File: config.mk
export PLATFORM = sky130hd
export DESIGN_NAME = decode_stage
export DESIGN_NICKNAME = d
export VERILOG_FILES = /design/src/rtl/decode_stage.sv
export SDC_FILE = /design/constraint.sdc
export NUM_CORES = 2
export LEC_CHECK = 0
export CAP_MARGIN = 10
export CORE_ASPECT_RATIO = 1.5
export CORE_MARGIN = 2
export CORE_UTILIZATION = 41
export DETAILED_ROUTE_END_ITERATION = 8
export GPL_TIMING_DRIVEN = 0
export PLACE_DENSITY_LB_ADDON = 0.15
export SLEW_MARGIN = 20
export SYNTH_ARGS = -nofsm -noshare
export SYNTH_HDL_FRONTEND = slang
export SYNTH_SLANG_ARGS = --single-unit
File: constraint.sdc
create_clock -name clock -period 6.5 [get_ports clock]
set_input_delay 0.975 -clock clock [delete_from_list [all_inputs] [get_ports clock]]
set_output_delay 0.975 -clock clock [all_outputs]
set_load 0.02 [all_outputs]
File: src/rtl/decode_stage.sv
// RV32I decode stage: register file, bypass, immediate generation, and a
// single output pipeline register with valid/ready handshakes, stall and flush.
//
// Ports:
//   clock, reset            single clock, synchronous active-high reset
//   f_valid/f_pc/f_instr    fetched instruction in; d_ready back to fetch
//   flush                   kill held and incoming instruction
//   wb_en/wb_reg/wb_data    register file write port from writeback
//   a_ready                 ALU stage accepts d_* this cycle
//   d_valid .. d_illegal    registered decoded instruction to the ALU stage
module decode_stage #(
    parameter int XLEN      = 32,
    parameter int NREGS     = 32,
    parameter int BYPASS_EN = 1,
    localparam int RW       = $clog2(NREGS)
) (
    input  logic            clock,
    input  logic            reset,
    input  logic            f_valid,
    input  logic [XLEN-1:0] f_pc,
    input  logic [31:0]     f_instr,
    output logic            d_ready,
    input  logic            flush,
    input  logic            wb_en,
    input  logic [RW-1:0]   wb_reg,
    input  logic [XLEN-1:0] wb_data,
    input  logic            a_ready,
    output logic            d_valid,
    output logic [XLEN-1:0] d_pc,
    output logic [6:0]      d_opcode,
    output logic [3:0]      d_op,
    output logic [RW-1:0]   d_regA,
    output logic [RW-1:0]   d_regB,
    output logic [RW-1:0]   d_regD,
    output logic [XLEN-1:0] d_dataA,
    output logic [XLEN-1:0] d_dataB,
    output logic [XLEN-1:0] d_imm,
    output logic            d_w_en,
    output logic            d_illegal
);

    logic [XLEN-1:0]        r_rf [NREGS];

    logic                   r_valid;
    logic [XLEN-1:0]        r_pc;
    logic [6:0]             r_opcode;
    logic [3:0]             r_op;
    logic [RW-1:0]          r_rega;
    logic [RW-1:0]          r_regb;
    logic [RW-1:0]          r_regd;
    logic [XLEN-1:0]        r_da;
    logic [XLEN-1:0]        r_db;
    logic [XLEN-1:0]        r_imm;
    logic                   r_wen;
    logic                   r_ill;

    logic [6:0]             w_opc;
    logic [2:0]             w_f3;
    logic [RW-1:0]          w_rs1;
    logic [RW-1:0]          w_rs2;
    logic [RW-1:0]          w_rd;
    logic signed [31:0]     w_i32;
    logic signed [XLEN-1:0] w_imm;
    logic [3:0]             w_op;
    logic                   w_wen;
    logic                   w_ill;
    logic [XLEN-1:0]        w_da;
    logic [XLEN-1:0]        w_db;
    logic                   w_cap;
    logic                   w_wb;

    assign w_opc = f_instr[6:0];
    assign w_f3  = f_instr[14:12];
    assign w_rd  = f_instr[7 +: RW];
    assign w_rs1 = f_instr[15 +: RW];
    assign w_rs2 = f_instr[20 +: RW];

    assign d_ready = !r_valid || a_ready;
    assign w_cap   = f_valid && d_ready && !flush;
    assign w_wb    = wb_en && (wb_reg != '0);

    always_comb begin
        w_i32 = '0;
        w_op  = '0;
        w_wen = 1'b0;
        w_ill = 1'b0;
        case (w_opc)
            7'b0000011, 7'b1100111: begin
                w_i32 = {{20{f_instr[31]}}, f_instr[31:20]};
                w_wen = 1'b1;
            end
            7'b0010011: begin
                w_i32 = {{20{f_instr[31]}}, f_instr[31:20]};
                // Only the shift-right pair uses bit 30 to pick SRA vs SRL
                w_op  = {(w_f3 == 3'b101) ? f_instr[30] : 1'b0, w_f3};
                w_wen = 1'b1;
            end
            7'b0100011: begin
                w_i32 = {{20{f_instr[31]}}, f_instr[31:25], f_instr[11:7]};
            end
            7'b1100011: begin
                w_i32 = {{20{f_instr[31]}}, f_instr[7], f_instr[30:25],
                         f_instr[11:8], 1'b0};
                w_op  = {1'b0, w_f3};
            end
            7'b0110111, 7'b0010111: begin
                w_i32 = {f_instr[31:12], 12'b0};
                w_wen = 1'b1;
            end
            7'b0110011: begin
                w_op  = {f_instr[30], w_f3};
                w_wen = 1'b1;
            end
            7'b1101111: begin
                w_i32 = {{12{f_instr[31]}}, f_instr[19:12], f_instr[20],
                         f_instr[30:21], 1'b0};
                w_wen = 1'b1;
            end
            default: w_ill = 1'b1;
        endcase
        w_imm = w_i32;
    end

    // Register reads; writeback in the same cycle wins when bypassing
    always_comb begin
        w_da = '0;
        w_db = '0;
        if (w_rs1 != '0) begin
            if (BYPASS_EN != 0 && wb_en && wb_reg == w_rs1) w_da = wb_data;
            else w_da = r_rf[w_rs1];
        end
        if (w_rs2 != '0) begin
            if (BYPASS_EN != 0 && wb_en && wb_reg == w_rs2) w_db = wb_data;
            else w_db = r_rf[w_rs2];
        end
    end

    always_ff @(posedge clock) begin
        if (reset) begin
            for (int i = 0; i < NREGS; i++) r_rf[i] <= '0;
        end else if (w_wb) begin
            r_rf[wb_reg] <= wb_data;
        end
    end

    always_ff @(posedge clock) begin
        if (reset) begin
            r_valid  <= 1'b0;
            r_pc     <= '0;
            r_opcode <= '0;
            r_op     <= '0;
            r_rega   <= '0;
            r_regb   <= '0;
            r_regd   <= '0;
            r_da     <= '0;
            r_db     <= '0;
            r_imm    <= '0;
            r_wen    <= 1'b0;
            r_ill    <= 1'b0;
        end else if (flush) begin
            r_valid <= 1'b0;
        end else if (w_cap) begin
            r_valid  <= 1'b1;
            r_pc     <= f_pc;
            r_opcode <= w_opc;
            r_op     <= w_op;
            r_rega   <= w_rs1;
            r_regb   <= w_rs2;
            r_regd   <= w_rd;
            r_da     <= w_da;
            r_db     <= w_db;
            r_imm    <= w_imm;
            r_wen    <= w_wen && (w_rd != '0);
            r_ill    <= w_ill;
        end else if (r_valid && a_ready) begin
            r_valid <= 1'b0;
        end else if (r_valid && BYPASS_EN != 0 && w_wb) begin
            // Stalled: keep held operands current with writeback
            if (wb_reg == r_rega) r_da <= wb_data;
            if (wb_reg == r_regb) r_db <= wb_data;
        end
    end

    assign d_valid   = r_valid;
    assign d_pc      = r_pc;
    assign d_opcode  = r_opcode;
    assign d_op      = r_op;
    assign d_regA    = r_rega;
    assign d_regB    = r_regb;
    assign d_regD    = r_regd;
    assign d_dataA   = r_da;
    assign d_dataB   = r_db;
    assign d_imm     = r_imm;
    assign d_w_en    = r_wen;
    assign d_illegal = r_ill;

endmodule

**Word level (Yosys, flattened, before mapping)**

Memories as Yosys holds them, arrays and structs flattened.
Index checks and enable logic that the tools add are counted.

- Bits of input ports: 107
- Output and inout bits: 158
- Memory bits (writable): 1,024
- Memories: 1
- Bits in registers: 157
- Word-level logic and storage cells: 84

- Mux-type cells: 27
- Eq/ne operators: 15
- Bitwise logic cells: 1
- Reductions and logical operators: 28

Memories:

| name | depth | width | rd ports | clocked after memory_dff | wr ports | line | text |
|---|---|---|---|---|---|---|---|
| r_rf | 32 | 32 | 2 | 0 | 32 | 42 | `logic [XLEN-1:0] r_rf [NREGS];` |

Operator list:

| kind | count |
|---|---|
| two-way mux 32 bit | 13 |
| case mux 32 bit (5 select lines) | 1 |
| OR reduction 32 bit | 1 |
| == test 7 x 6 -> 1 bit (second input constant) | 3 |
| == test 7 bit (second input constant) | 3 |
| == test 5 bit | 4 |
| nonzero test 5 bit | 4 |
| == test 7 x 5 -> 1 bit (second input constant) | 2 |
| case mux 4 bit (3 select lines) | 1 |
| two-way mux 1 bit | 11 |
| OR reduction 9 bit | 1 |
| logical AND 1 bit | 8 |
| AND reduction 4 bit | 2 |
| nonzero test 2 bit | 4 |
| == test 7 x 2 -> 1 bit (second input constant) | 1 |
| OR reduction 7 bit | 1 |
| two-way mux 5 bit | 1 |
| OR reduction 2 bit | 2 |
| == test 3 bit (second input constant) | 1 |
| OR reduction 3 bit | 1 |
| logical NOT 1 bit | 2 |
| != test 2 bit (second input constant) | 1 |
| AND reduction 2 bit | 1 |
| logical OR 1 bit | 1 |
| NOT 1 bit | 1 |

**Depth between registers and ports, before layout**

- Depth after elaboration: 7
- Gate-level depth with buffers: 9
- Depth with buffers taken out: 6

**Least setup slack after synthesis**

Ideal clock, no wire load.

- Path kind: input-to-reg
- Start point: input f_instr[16]
- End point: register r_da[10], in the netlist d_dataA[10]
- Setup slack: 3.623 ns
- Data required time: 6.366 ns
- Stages on the path: 9
- Setup time: 0.134 ns
- Arrival time: 2.744 ns
- Buffers on the path: 4
- Cell sequence: buf_2 buf_6 buf_6 buf_2 mux4_2 mux2i_1 nor2_1 a211oi_1 o22ai_1

- Word-level cells in the longest chain between the ends: 5
- Elaborated cells between the ends (all ways): 7
- Those cells by class: eq/ne: 1; mux: 3; reduce/logical: 2; memory: 1

RTL lines:

| item | line | text |
|---|---|---|
| start: declaration | 21 | `input logic [31:0] f_instr,` |
| parallel branches: the longest is 3 deep, another holds memory read (32 x 32 bit) | -- |  |
| two-way mux 32 bit (*) | 128 | `if (w_rs1 != '0) begin` |
| two-way mux 32 bit (*) | 162 | `end else if (w_cap) begin` |
| end signal: assignment | 170 | `r_da <= w_da;` |
| end signal: assignment | 179 | `if (wb_reg == r_rega) r_da <= wb_data;` |
| end: declaration | 51 | `logic [XLEN-1:0] r_da;` |

Mark *: on every way between the ends.
A chain may end at the register's enable or synchronous reset.

==> results by group <==
Logic synthesis
  • Netlist cell types: 62
  • Post-synthesis register bit count: 1181
  • Portion of synthesized cell area occupied by the leading cell type: 49.1%
  • Ranking of synthesized cells by instance count: sky130_fd_sc_hd__edfxtp_1 (1024), sky130_fd_sc_hd__and2_1 (996), sky130_fd_sc_hd__mux4_2 (573)
  • Area of the mapped netlist: 62600 um^2
  • Post-synth top area cell: sky130_fd_sc_hd__edfxtp_1
  • Share of flip-flops with an asynchronous set or reset: 0%
  • Leading register cell type out of synthesis: sky130_fd_sc_hd__edfxtp_1
  • Sequential share of the synthesized area: 54.1%
  • Leading cell type by number of instances after synthesis: sky130_fd_sc_hd__edfxtp_1
  • Post-Syn Area per Cell: 14.3 um^2
  • Number of flops mapped to enable cells by yosys: 1024
  • Most area-consuming cells after synthesis: sky130_fd_sc_hd__edfxtp_1 (49%), sky130_fd_sc_hd__mux4_2 (21%), sky130_fd_sc_hd__and2_1 (9.9%)
  • Instance count of the mapped netlist: 4396
  • Warnings from Yosys: 0

Power and ir drop
  • Maximum ir drop on the vdd rail: 0.230 mV
  • Power density of the placed cells: 259 nW/um^2
  • Power spent charging and discharging nets: 4990 uW
  • Share of total power in combinational logic: 13.9%
  • Standby leakage power: 0.0237 uW
  • Clock network power share: 38.4%
  • Sum of internal, switching and leakage power: 18700 uW
  • Internal Power: 13700 uW
  • Sequential cell fraction of total power: 47.7%
  • Fraction of power spent switching nets: 26.8%

Die
  • Die Y: 483 um
  • Core region area: 152000 um^2
  • Effective utilization at floorplan: 41.3%
  • I/O pin total: 265
  • Die area: 156000 um^2
  • Core Rows: 175
  • Width of the die: 323 um

Setup path
  • Slowest-stage cell, CP: sky130_fd_sc_hd__or2_2
  • Top cell by count, worst path: sky130_fd_sc_hd__clkbuf_1
  • List of cells traversed by the critical path: clkdlybuf4s50_1, clkbuf_1, clkbuf_1, clkbuf_1, or2_2
  • Max FO, Critical Path: 32
  • Crit path capture type: register
  • Crit path from: reset
  • WP data arrival: 5310 ps
  • Startpoint class of the critical path: input pin
  • Kind of critical path: in -> reg
  • Req. time, crit path: 6880 ps
  • RR Startpoint: d_valid
  • Highest cell delay on the worst timing path: 990 ps

Cells and area
  • Area added between synthesis and finish: 14.9%
  • Number of fill cells: 13400
  • Final core utilization: 47.4%
  • Final net count: 4914
  • Post-route cell area: 72000 um^2
  • Layout cell share with drive strength beyond 1: 19.9%

Global route
  • Total congestion overflow after global routing: 0
  • Number of global-route vias before repair: 43200
  • Largest net degree at the start of global routing: 33
  • Number of antenna violations at the first check in global routing: 16
  • Global-route wire length before repair: 336 mm
  • Global router's overall resource usage: 31.5%

Clocking
  • Clock root buffer master: sky130_fd_sc_hd__clkbuf_16
  • Post-cts gate resize count: 0
  • Number of CTS-inserted buffers: 118
  • CTS tree: done
  • Post-CTS setup-driven buffer insertion count: 0
  • Clock latency on the worst-skew pair: 800 ps
  • Maximum level of the CTS H-tree: 3
  • CTS clock-pin slew for the worst setup and hold paths: 70 ps
  • Number of hold-repair buffers added at the cts stage: 0
  • CTS max path bufs: 3
  • Total clock sinks: 1181

Min path
  • Worst hold-check path type: reg -> reg
  • Origin of the worst min-delay path: d_imm[25]

STA
  • Time the worst path needs with I/O delays and setup: 4920 ps
  • Tightest Pin Transition: 1280 ps
  • Maximum frequency from static timing analysis: 0.203 GHz
  • Skew final: 39.5 ps
  • Max-slew headroom: 14.5%
  • Post-route setup TNS: 0 ps
  • Count of final hold-check violations: 0
  • Total of endpoints with negative setup slack in the final report: 0
  • Final max-slew violation count: 0
  • Setup ws final: 1580 ps
  • Final critical-path share of the clock period: 75.7%
  • RSZ-0062 raised after global routing: false

Place
  • Post-placement worst setup slack: 878 ps
  • Placed instance area: 68000 um^2
  • RD Place Congestion: 1.01
  • Port buffer count: 254
  • Final HPWL DP: 186 mm

Route
  • Initial detailed-routing violation count: 4737
  • WL per Instance: 35.6 um
  • Count of nets left with antenna violations after detail routing: 0
  • Detailed-route via count: 43000
  • Number of remaining DRC errors: 0
  • Average vias per placed instance: 6.18
  • 1st-pass router iterations: 6
  • Aggregate routed wire length: 247 mm

Status
  • Run status: finished, final reports clean

Job
  • Max capacitance violation total: 0
-- metrics by stage --
stage	hold slack, ps	cells
finish	448	6954
CTS	452	6943
detailed placement	443	6722
global placement	435	6716
floorplan	525	4427
global route	467	6944
-- routing by layer --
layer / wire length, um / GRT usage, % / part of all wire [%] / vias up
met5: 38 / 0 / 0.015 / -
met3: 17900 / 4.69 / 7.2 / 630
li1: - / - / - / 17700
met2: 123000 / 53.6 / 50 / 2264
met1: 92300 / 38.9 / 37 / 22400
met4: 14000 / 16.4 / 5.6 / 6
-- path summary, 6_finish.rpt --
path,slack (ps),endpoint,cells past startpoint
worst min register to register,450,d_imm[25],2
worst max register to register,2990,d_dataA[8],8
worst min-delay path,450,d_imm[25],2
worst max-delay path,1580,r_rf[11][6],5
-- sequential cells by signal, summed over array words and instances (netlist names) --
signal	flops
r_rf	1024
d_dataA	32
d_dataB	32
d_imm	32
d_pc	32
d_opcode	7
d_regA	5
d_regB	5
d_regD	5
d_op	4
d_illegal	1
d_valid	1
d_w_en	1
-- critical path, delay by kind of cell --
kind,cells,cell delay (ps)
buf+inv,4,3280
simple gates,1,990
-- layout by cell type (no fill, tap or decap), types with 19 or more instances in the layout --
master and instances:
sky130_fd_sc_hd__nand4_1 50, sky130_fd_sc_hd__buf_2 84, sky130_fd_sc_hd__o311ai_0 49, sky130_fd_sc_hd__a31oi_1 35
sky130_fd_sc_hd__dfxtp_1 157, sky130_fd_sc_hd__a211oi_1 34, sky130_fd_sc_hd__nor2_1 85, sky130_fd_sc_hd__buf_1 27
sky130_fd_sc_hd__a21oi_1 112, sky130_fd_sc_hd__and2_1 996, sky130_fd_sc_hd__clkbuf_1 370, sky130_fd_sc_hd__mux2_2 63
sky130_fd_sc_hd__o211ai_1 31, sky130_fd_sc_hd__o221ai_1 32, sky130_fd_sc_hd__clkbuf_16 121, sky130_fd_sc_hd__o22ai_1 32
sky130_fd_sc_hd__buf_6 23, sky130_fd_sc_hd__clkinv_1 25, sky130_fd_sc_hd__o21a_1 34, sky130_fd_sc_hd__a31o_1 31
sky130_fd_sc_hd__and3_1 23, sky130_fd_sc_hd__edfxtp_1 1024, sky130_fd_sc_hd__mux2i_1 66, sky130_fd_sc_hd__clkdlybuf4s50_1 254
sky130_fd_sc_hd__or2_4 23, sky130_fd_sc_hd__conb_1 32, sky130_fd_sc_hd__mux4_2 573, sky130_fd_sc_hd__nand2b_1 64
sky130_fd_sc_hd__nand2_1 220, sky130_fd_sc_hd__a221oi_1 19
-- layout make-up --
| class | instances | area (um^2) | area share (%) |
|---|---|---|---|
| repair buffers | 260 | 2610 | 3.63 |
| well taps | 2035 | 2550 | 3.54 |
| diodes | 11 | 27.5 | 0.0382 |
| plain buffers | 488 | 2130 | 2.96 |
| clock inverters | 67 | 687 | 0.955 |
| clock buffers | 154 | 3220 | 4.48 |
| inverters | 6 | 22.5 | 0.0313 |
| flip-flops and latches | 1181 | 33900 | 47.1 |
| multi-input cells | 2752 | 26800 | 37.3 |
-- power by group through the flow --
stage	registers, uW	logic (uW)	clock network (uW)
3_5_place_dp	9050	2550	0
6_report	8900	2590	7170
4_1_cts	8890	2550	7170
3_3_place_gp	9030	2520	0
5_1_grt	8940	2660	7440
2_1_floorplan	9000	1420	0
-- cell families (layout without fill, tap and decap cells) --
logic type / count (synthesis) / in the layout / synth area share (%)
compound gates: 473 / 473 / 5.37
xor+xnor: 20 / 20 / 0.280
buf+inv: 494 / 975 / 3.41
flops: 1181 / 1181 / 54.1
mux: 702 / 702 / 22.8
other cells: 1 / 43 / 0.00599
simple gates: 1525 / 1525 / 14.0
Power figures use the tool's default switching activity.
